**config.mk**
```make
export PLATFORM = sky130hd
export DESIGN_NAME = nes_controller_reader
export DESIGN_NICKNAME = d
export VERILOG_FILES = /design/src/rtl/nes_controller_reader.sv
export SDC_FILE = /design/constraint.sdc
export NUM_CORES = 1
export LEC_CHECK = 0
export BUFFER_PORTS_ARGS = -buffer_cell sky130_fd_sc_hd__buf_2
export CORE_MARGIN = 3
export CORE_UTILIZATION = 53
export DETAILED_ROUTE_END_ITERATION = 10
export GPL_TIMING_DRIVEN = 0
export HOLD_SLACK_MARGIN = 0.03
export PLACE_DENSITY = 0.87
export SYNTH_ARGS = -nofsm -noshare
export SYNTH_HDL_FRONTEND = slang
export SYNTH_SLANG_ARGS = --single-unit
```
**constraint.sdc**
```tcl
create_clock -name clk -period 2.5 [get_ports clk]
set_input_delay 0.25 -clock clk [delete_from_list [all_inputs] [get_ports clk]]
set_output_delay 0.25 -clock clk [all_outputs]
set_load 0.005 [all_outputs]
```
**src/rtl/nes_controller_reader.sv**
```systemverilog
// nes_controller_reader
//   Polls a standard NES gamepad over its latch/pulse/data wires. The latest
//   8-bit button snapshot is returned to the CPU through a req/ack read port.
//
// Parameters
//   POLL_DIV  clock cycles between frame starts
//   HALF      clock cycles per half-period of latch/pulse
//
// Ports
//   clk        in   system clock, rising edge
//   nrst       in   asynchronous active-low reset
//   nes_data   in   serial data from pad, active-low (0 = pressed)
//   req        in   CPU read request for the button register
//   nes_latch  out  latch strobe to pad
//   nes_pulse  out  clock pulse to pad
//   nes_dout   out  {24'b0, buttons}; bit7=A ... bit0=Right, 1 = pressed
//   nes_ack    out  read acknowledge
//
// Build option
//   NES_DEBOUNCE_EN  when defined, a button bit only changes once two
//                    consecutive frames agree on it.
//
// State table
//   state      | meaning
//   S_IDLE     | waiting for poll trigger, latch/pulse low
//   S_LATCH    | latch high for 2*HALF cycles, A sampled on last cycle
//   S_PULSE_HI | pulse high for HALF cycles
//   S_PULSE_LO | pulse low for HALF cycles, next bit sampled on last cycle
//   S_COMMIT   | one cycle, shift register copied into buttons
module nes_controller_reader #(
  parameter int POLL_DIV = 166667,
  parameter int HALF     = 60
) (
  input  logic        clk,
  input  logic        nrst,
  input  logic        nes_data,
  input  logic        req,
  output logic        nes_latch,
  output logic        nes_pulse,
  output logic [31:0] nes_dout,
  output logic        nes_ack
);

  localparam int PW = (POLL_DIV > 1) ? $clog2(POLL_DIV) : 1;
  localparam int HW = (2 * HALF > 1) ? $clog2(2 * HALF) : 1;
  localparam logic [PW-1:0] POLL_LAST  = PW'(POLL_DIV - 1);
  localparam logic [HW-1:0] LATCH_LAST = HW'(2 * HALF - 1);
  localparam logic [HW-1:0] HALF_LAST  = HW'(HALF - 1);

  typedef enum logic [2:0] {
    S_IDLE,
    S_LATCH,
    S_PULSE_HI,
    S_PULSE_LO,
    S_COMMIT
  } state_e;

  state_e        state_q, state_d;
  logic [PW-1:0] poll_q, poll_d;
  logic [HW-1:0] phase_q, phase_d;
  logic [2:0]    bit_q, bit_d;
  logic [7:0]    sr_q, sr_d;
  logic [7:0]    buttons_q, buttons_d;
  logic [31:0]   dout_q, dout_d;
  logic          ack_q, ack_d;
  logic          trigger;
  logic          phase_last;
  logic [3:0]    bit_inc;   // bit[3] is the "8 bits received" flag
`ifdef NES_DEBOUNCE_EN
  logic [7:0]    raw_q, raw_d;
  logic [7:0]    agree;
`endif

  // State and datapath registers
  always_ff @(posedge clk or negedge nrst) begin
    if (!nrst) begin
      state_q   <= S_IDLE;
      poll_q    <= '0;
      phase_q   <= '0;
      bit_q     <= '0;
      sr_q      <= '0;
      buttons_q <= '0;
      dout_q    <= '0;
      ack_q     <= 1'b0;
`ifdef NES_DEBOUNCE_EN
      raw_q     <= '0;
`endif
    end else begin
      state_q   <= state_d;
      poll_q    <= poll_d;
      phase_q   <= phase_d;
      bit_q     <= bit_d;
      sr_q      <= sr_d;
      buttons_q <= buttons_d;
      dout_q    <= dout_d;
      ack_q     <= ack_d;
`ifdef NES_DEBOUNCE_EN
      raw_q     <= raw_d;
`endif
    end
  end

  // Free-running poll timer; trigger is its wrap cycle
  always_comb begin
    trigger = (poll_q == POLL_LAST);
    poll_d  = trigger ? '0 : poll_q + PW'(1);
  end

  always_comb begin
    phase_last = (state_q == S_LATCH) ? (phase_q == LATCH_LAST)
                                      : (phase_q == HALF_LAST);
    bit_inc    = {1'b0, bit_q} + 4'd1;
  end

  // Next-state logic
  always_comb begin
    state_d = state_q;
    case (state_q)
      S_IDLE:     if (trigger) state_d = S_LATCH;
      S_LATCH:    if (phase_last) state_d = S_PULSE_HI;
      S_PULSE_HI: if (phase_last) state_d = S_PULSE_LO;
      S_PULSE_LO: if (phase_last) state_d = bit_inc[3] ? S_COMMIT : S_PULSE_HI;
      S_COMMIT:   state_d = S_IDLE;
      default:    state_d = S_IDLE;
    endcase
  end

  // Phase/bit counters, shift register and button snapshot
  always_comb begin
    phase_d   = (state_q == S_IDLE || state_q == S_COMMIT || phase_last)
                ? '0 : phase_q + HW'(1);
    bit_d     = bit_q;
    sr_d      = sr_q;
    buttons_d = buttons_q;
`ifdef NES_DEBOUNCE_EN
    raw_d     = raw_q;
    agree     = ~(sr_q ^ raw_q);
`endif
    case (state_q)
      S_IDLE: if (trigger) bit_d = '0;
      S_LATCH: begin
        if (phase_last) begin
          sr_d  = {sr_q[6:0], ~nes_data};
          bit_d = 3'd1;
        end
      end
      S_PULSE_LO: begin
        if (phase_last) begin
          sr_d  = {sr_q[6:0], ~nes_data};
          bit_d = bit_inc[2:0];
        end
      end
      S_COMMIT: begin
`ifdef NES_DEBOUNCE_EN
        // Bits that disagree with the previous raw frame hold their value
        buttons_d = (sr_q & agree) | (buttons_q & ~agree);
        raw_d     = sr_q;
`else
        buttons_d = sr_q;
`endif
      end
      default: ;
    endcase
  end

  // Read handshake: capture once per request, frozen while req stays high
  always_comb begin
    dout_d = dout_q;
    ack_d  = ack_q;
    if (req && !ack_q) begin
      dout_d = {24'b0, buttons_q};
      ack_d  = 1'b1;
    end else if (!req) begin
      ack_d  = 1'b0;
    end
  end

  // Outputs decoded from state so reset drops them immediately
  always_comb begin
    nes_latch = (state_q == S_LATCH);
    nes_pulse = (state_q == S_PULSE_HI);
    nes_dout  = dout_q;
    nes_ack   = ack_q;
  end

endmodule
```
==> results of run 1 <==
[how the worst max path moves through the flow]
| stage | end | cells after the start | start |
|---|---|---|---|
| 2_1_floorplan | bit_q[2] | 6 | phase_q[2] |
| 3_3_place_gp | bit_q[2] | 6 | phase_q[2] |
| 3_5_place_dp | bit_q[2] | 6 | phase_q[2] |
| 4_1_cts | nes_pulse | 4 | state_q[1] |
| 5_1_grt | nes_pulse | 4 | state_q[1] |
| 6_report | nes_pulse | 4 | state_q[1] |
[critical path: cells and delay by family (launching register included)]
kind | cells | cell delay (ns)
buffers and inverters | 2 | 0.49
flip-flops | 1 | 0.47
AND/OR/NAND/NOR | 2 | 0.51
[layer usage]
metal,wire [microns],part of all wire,up-vias,GRT usage
li1,-,-,863,-
met1,1920,0.43,859,0.205
met2,2300,0.51,54,0.279
met3,206,0.046,7,0.0321
met4,70,0.016,0,0.0577
met5,0,0,-,0
[sequential cells by signal, indices dropped and copies added (netlist names)]
register,count
sr_q,8
nes_dout,8
nes_ack,1
bit_q,3
phase_q,7
poll_q,18
state_q,3
buttons_q,8
[where the power goes]
part | switching (uW) | internal [uW]
Combinational | 33.5 | 28.5
Sequential | 0.363 | 906
Clock | 284 | 297
[layout by cell type, fill, tap and decap left out, drive strengths merged, types with 2 or more instances in the layout]
cell type  netlist  final
nor2b            2      2
inv              3      3
dfrtp           56     56
xnor2           13     13
nor4             2      2
nor3b            5      5
nand4            3      3
xor2             7      7
mux2            25     25
clkbuf           4      9
buf             27     41
nand2            9      9
nand3           18     18
nand3b           2      2
nor2            25     25
o21ai           10     10
ha               4      4
nor3             4      4
conb             1     24
and3             6      6
a32o             2      2
[cells in the mapped netlist, types with 2 or more instances]
master	instances	area [sq um]
nand3_1	18	90.1
buf_4	26	195
nand3b_1	2	15.0
xor2_1	7	61.3
ha_1	4	50.1
nand2_1	9	33.8
inv_1	3	11.3
nor2b_1	2	12.5
nand4_1	3	18.8
clkbuf_1	4	15.0
mux2_2	18	203
and3_1	4	25.0
nor2_1	24	90.1
dfrtp_1	56	1400
o21ai_0	8	40.0
mux2_4	7	105
nor3b_4	2	37.5
xnor2_1	13	114
a32o_1	2	20.0
nor3_1	3	15.0
nor3b_1	3	22.5
and3_2	2	15.0
[cell families (layout without fill, tap and decap cells)]
group	after synthesis	count (layout)	synth area share
multiplexers	25	25	0.111
buffers and inverters	34	56	0.0815
AO/OA/AOI/OAI	17	17	0.0450
AND/OR/NAND/NOR	83	83	0.176
flip-flops	56	56	0.504
XOR/XNOR	20	20	0.0630
other	1	24	0.00135
adder cells (fa/ha/maj)	4	4	0.0180
[through the flow]
step | instance area, sq um | hold slack (ns)
CTS | 3130 | 0.131
global placement | 3020 | 0.444
detailed placement | 3020 | 0.450
finish | 3130 | 0.139
global route | 3130 | 0.169
floorplan | 2870 | -0.0456
[cell type report]
| cell class | instances | area [sq um] | area share |
|---|---|---|---|
| Clock inverter | 3 | 42.5 | 0.0136 |
| Tap cell | 67 | 83.8 | 0.0268 |
| Inverter | 3 | 11.3 | 0.00360 |
| Sequential cell | 56 | 1400 | 0.447 |
| Buffer | 31 | 215 | 0.0687 |
| Clock buffer | 5 | 68.8 | 0.0220 |
| Timing Repair Buffer | 14 | 70.1 | 0.0224 |
| Multi-Input combinational cell | 173 | 1240 | 0.396 |
==> impl_metrics.json, run 1 <==
{
  "relSlewSlack": 0.215,
  "setup_viol": 0,
  "htreeDepth": 2,
  "core_sq_um": 4880,
  "worstSetupEndpointType": "output port",
  "grt_pass1_vias": 1784,
  "die-area_sq_um": 6150,
  "dp_hpwl_microns": 3220,
  "skew_ns": 0.00874,
  "drc": 0,
  "post_cts_buffers": 0,
  "wl_microns": 4490,
  "finalSetupTns_ns": 0,
  "row_count": 25,
  "status": "complete, no violations",
  "clock.fmax_mhz": 493,
  "netlist_instances": 240,
  "diodes": 0,
  "crit_top_cell": "nor2b_1",
  "synth_seq_cells": 56,
  "antenna_found_initial": 0,
  "io-pin-count": 39,
  "synth_area_sq_um": 2780,
  "hp-class": "in2reg",
  "yosysWarnings": 0,
  "numCtsBuffers": 5,
  "slew_viol_final": 0,
  "final_hold_viol_count": 0,
  "tritoncts": "done",
  "wl_per_cell_microns": 12.8,
  "synth_edf_count": 0,
  "antenna_left": 0,
  "avgSynthCellArea_sq_um": 11.6,
  "post_cts_resized": 0,
  "post-place-ws_ns": 0.573,
  "final_nets": 292,
  "root_buffer": "clkbuf_8",
  "reg2reg_to": "bit_q[2]",
  "setup_ws_ns": 0.473,
  "viasPerCell": 5.07,
  "drtIter0Drc": 92,
  "power_leakage_uw": 0.00155,
  "worstMarginPinSlew_ns": 1.18,
  "min_delay_worst_endpoint": "sr_q[0]",
  "final_layout_size_suffix_gt1_frac": 0.305,
  "ys_types": 42,
  "vias": 1783,
  "gp_congestion": 0.806,
  "cp_slowest_cell": "dfrtp_1",
  "clk_pin_slew_worst_paths_ns": 0.09,
  "die_h_microns": 78.4,
  "r2r-start": "phase_q[2]",
  "initial_core_util": 0.570,
  "cts_buffer_depth": 2,
  "fin_crit_sh": 0.811,
  "slowest_delay_ns": 0.47,
  "cts_sinks": 56,
  "hold_buffers": 0,
  "rsz0062_at_grt": "false",
  "post-route-util": 0.642,
  "start_kind": "flop",
  "yosysSeqAreaShare": 0.504,
  "reg2regPathDepth": 6,
  "layout.cells.non_filler": 352,
  "worstPathCellList": "clkbuf_1 -> nor2b_1 -> nor2b_1 -> buf_2",
  "die_w_microns": 78.4,
  "clk_latency_ns": 0.31,
  "grt_pass1_wl_microns": 7950,
  "whs_path_depth": 2,
  "place_inst": 344,
  "min_period_ns": 2.03,
  "rrSetupSlack_ns": 0.55,
  "maxCapViolCount": 0,
  "syn_to_final_growth_pct": 12.6,
  "fill_cells": 391,
  "grt_start_max_net_pins": 57,
  "cp.required_ns": 2.25,
  "portBuffers": 14,
  "power_density_nw_per_um2": 495,
  "cp_max_fo": 10,
  "min_from": "nes_data",
  "grt_use_total": 0.163,
  "peakVddDrop_v": 0.000223,
  "drt-pass1-iter-count": 4,
  "crit_type": "reg2out",
  "finalPower_uw": 1550,
  "async_reset_ff_frac": 1.00,
  "overflow": 0,
  "ys.flop_type": "dfrtp_1",
  "worstPathArrival_ns": 1.78
}
Note: power is estimated with default switching activity, not from simulation.
==> inputs of run 2 (changes only) <==
clock period = 2 ns   (was 2.5 ns; I/O delays follow)
==> run 2 against run 1 <==
  * Final area grew 0.40%
  * Clock skew down 0.0019 ns
  * Critical path type is now reg2reg
  * Sequential cell count did not move
  * Core utilization up 0.26 points
  * Setup slack worse by 0.36 ns
  * Final cell count stayed put
  * Die area did not move
  * Non-clock buffer count stayed put
==> impl_metrics.json, run 2 (synthesis gave the netlist of run 1 again) <==
{
  "status": "complete, no violations",
  "die_h_microns": 78.4,
  "grt_use_total": 0.163,
  "overflow": 0,
  "portBuffers": 14,
  "dp_hpwl_microns": 3220,
  "peakVddDrop_v": 0.000279,
  "start_kind": "flop",
  "largest_reg_flops": 18,
  "cp.required_ns": 2.19,
  "crit_type": "reg2reg",
  "drt-pass1-iter-count": 4,
  "regMostFlops": "poll_q",
  "row_count": 25,
  "min_period_ns": 1.89,
  "grt_pass1_wl_microns": 7950,
  "die-area_sq_um": 6150,
  "cts_buffer_depth": 2,
  "fill_cells": 392,
  "clk_latency_ns": 0.31,
  "final_nets": 292,
  "antenna_found_initial": 0,
  "final_common_cell": "dfrtp_1",
  "antenna_left": 0,
  "wl_microns": 4510,
  "diodes": 0,
  "io-pin-count": 39,
  "hp-class": "in2reg",
  "syn_to_final_growth_pct": 13.1,
  "power_leakage_uw": 0.00155,
  "vias": 1788,
  "relSlewSlack": 0.220,
  "worstPathArrival_ns": 2.08,
  "initial_core_util": 0.570,
  "post_cts_buffers": 0,
  "final_hold_viol_count": 0,
  "tritoncts": "done",
  "gp_congestion": 0.806,
  "skew_ns": 0.00681,
  "cts_sinks": 56,
  "post_cts_resized": 0,
  "fin_crit_sh": 0.944,
  "numCtsBuffers": 5,
  "hold_buffers": 0,
  "maxCapViolCount": 0,
  "final_cell_mix": "dfrtp_1, buf_4, nor2_1, conb_1",
  "clock.fmax_mhz": 530,
  "core_sq_um": 4880,
  "setup_viol": 0,
  "finalPower_uw": 1940,
  "rsz0062_at_grt": "false",
  "grt_pass1_vias": 1784,
  "finalSetupTns_ns": 0,
  "die_w_microns": 78.4,
  "worstSetupEndpointType": "flop",
  "worstMarginPinSlew_ns": 1.17,
  "power_density_nw_per_um2": 617,
  "grt_start_max_net_pins": 57,
  "htreeDepth": 2,
  "final_layout_size_suffix_gt1_frac": 0.316,
  "clk_pin_slew_worst_paths_ns": 0.10,
  "drtIter0Drc": 62,
  "wl_per_cell_microns": 12.8,
  "slew_viol_final": 0,
  "drc": 0,
  "viasPerCell": 5.08,
  "root_buffer": "clkbuf_8",
  "cp_max_fo": 7
}
## run 2: report_power, final
group          switching (uW)  leakage (uW)  internal [uW]
Combinational            41.6      0.000738           35.6
Clock                     360     0.0000541            371
Sequential              0.454      0.000761           1130
## run 2: layout make-up
class,count,area (sq um),area share
sequential,56,1400,0.446
multi-input combinational,173,1250,0.398
buffer,31,216,0.0688
tap,67,83.8,0.0267
timing repair buffer,14,70.1,0.0223
clock buffer,5,68.8,0.0219
clock inverter,3,42.5,0.0135
inverter,3,11.3,0.00358
## run 2: metrics by stage
| step | instances | hold WS [ns] | setup slack (ns) | utilization | cell area (sq um) |
|---|---|---|---|---|---|
| floorplan | 263 | -0.0956 | 0.256 | - | 2870 |
| global placement | 344 | 0.401 | 0.168 | 0.619 | 3020 |
| detailed placement | 344 | 0.413 | 0.0729 | 0.619 | 3020 |
| CTS | 352 | 0.0809 | 0.0513 | 0.642 | 3130 |
| global route | 352 | 0.119 | 0.0300 | 0.644 | 3140 |
| finish | 352 | 0.0879 | 0.112 | 0.644 | 3140 |
## run 2: worst max-delay path, cell delays in order (launching register included)
cell and delay (ns):
dfrtp_1 0.38, buf_2 0.17, or3b_4 0.45, nor3_2 0.19, mux2_2 0.35, o21ai_0 0.14, o21ai_0 0.10
## run 2: layer usage
metal	vias to the layer above	track usage	part of all wire
met5	-	0	0
met4	0	0.0577	0.016
met3	7	0.0321	0.044
met2	45	0.279	0.51
met1	873	0.205	0.43
li1	863	-	-
## run 2: worst paths after layout
path,startpoint,depth (start not counted),slack [ns],end
min in group asynchronous,nrst,1,0.11,buttons_q[5]
hold reg to reg,phase_q[0],1,0.46,phase_q[0]
hold / removal,nes_data,2,0.09,sr_q[0]
max in group asynchronous,nrst,1,1.16,poll_q[12]
setup / recovery,phase_q[2],6,0.11,bit_q[2]
setup reg to reg,phase_q[2],6,0.11,bit_q[2]
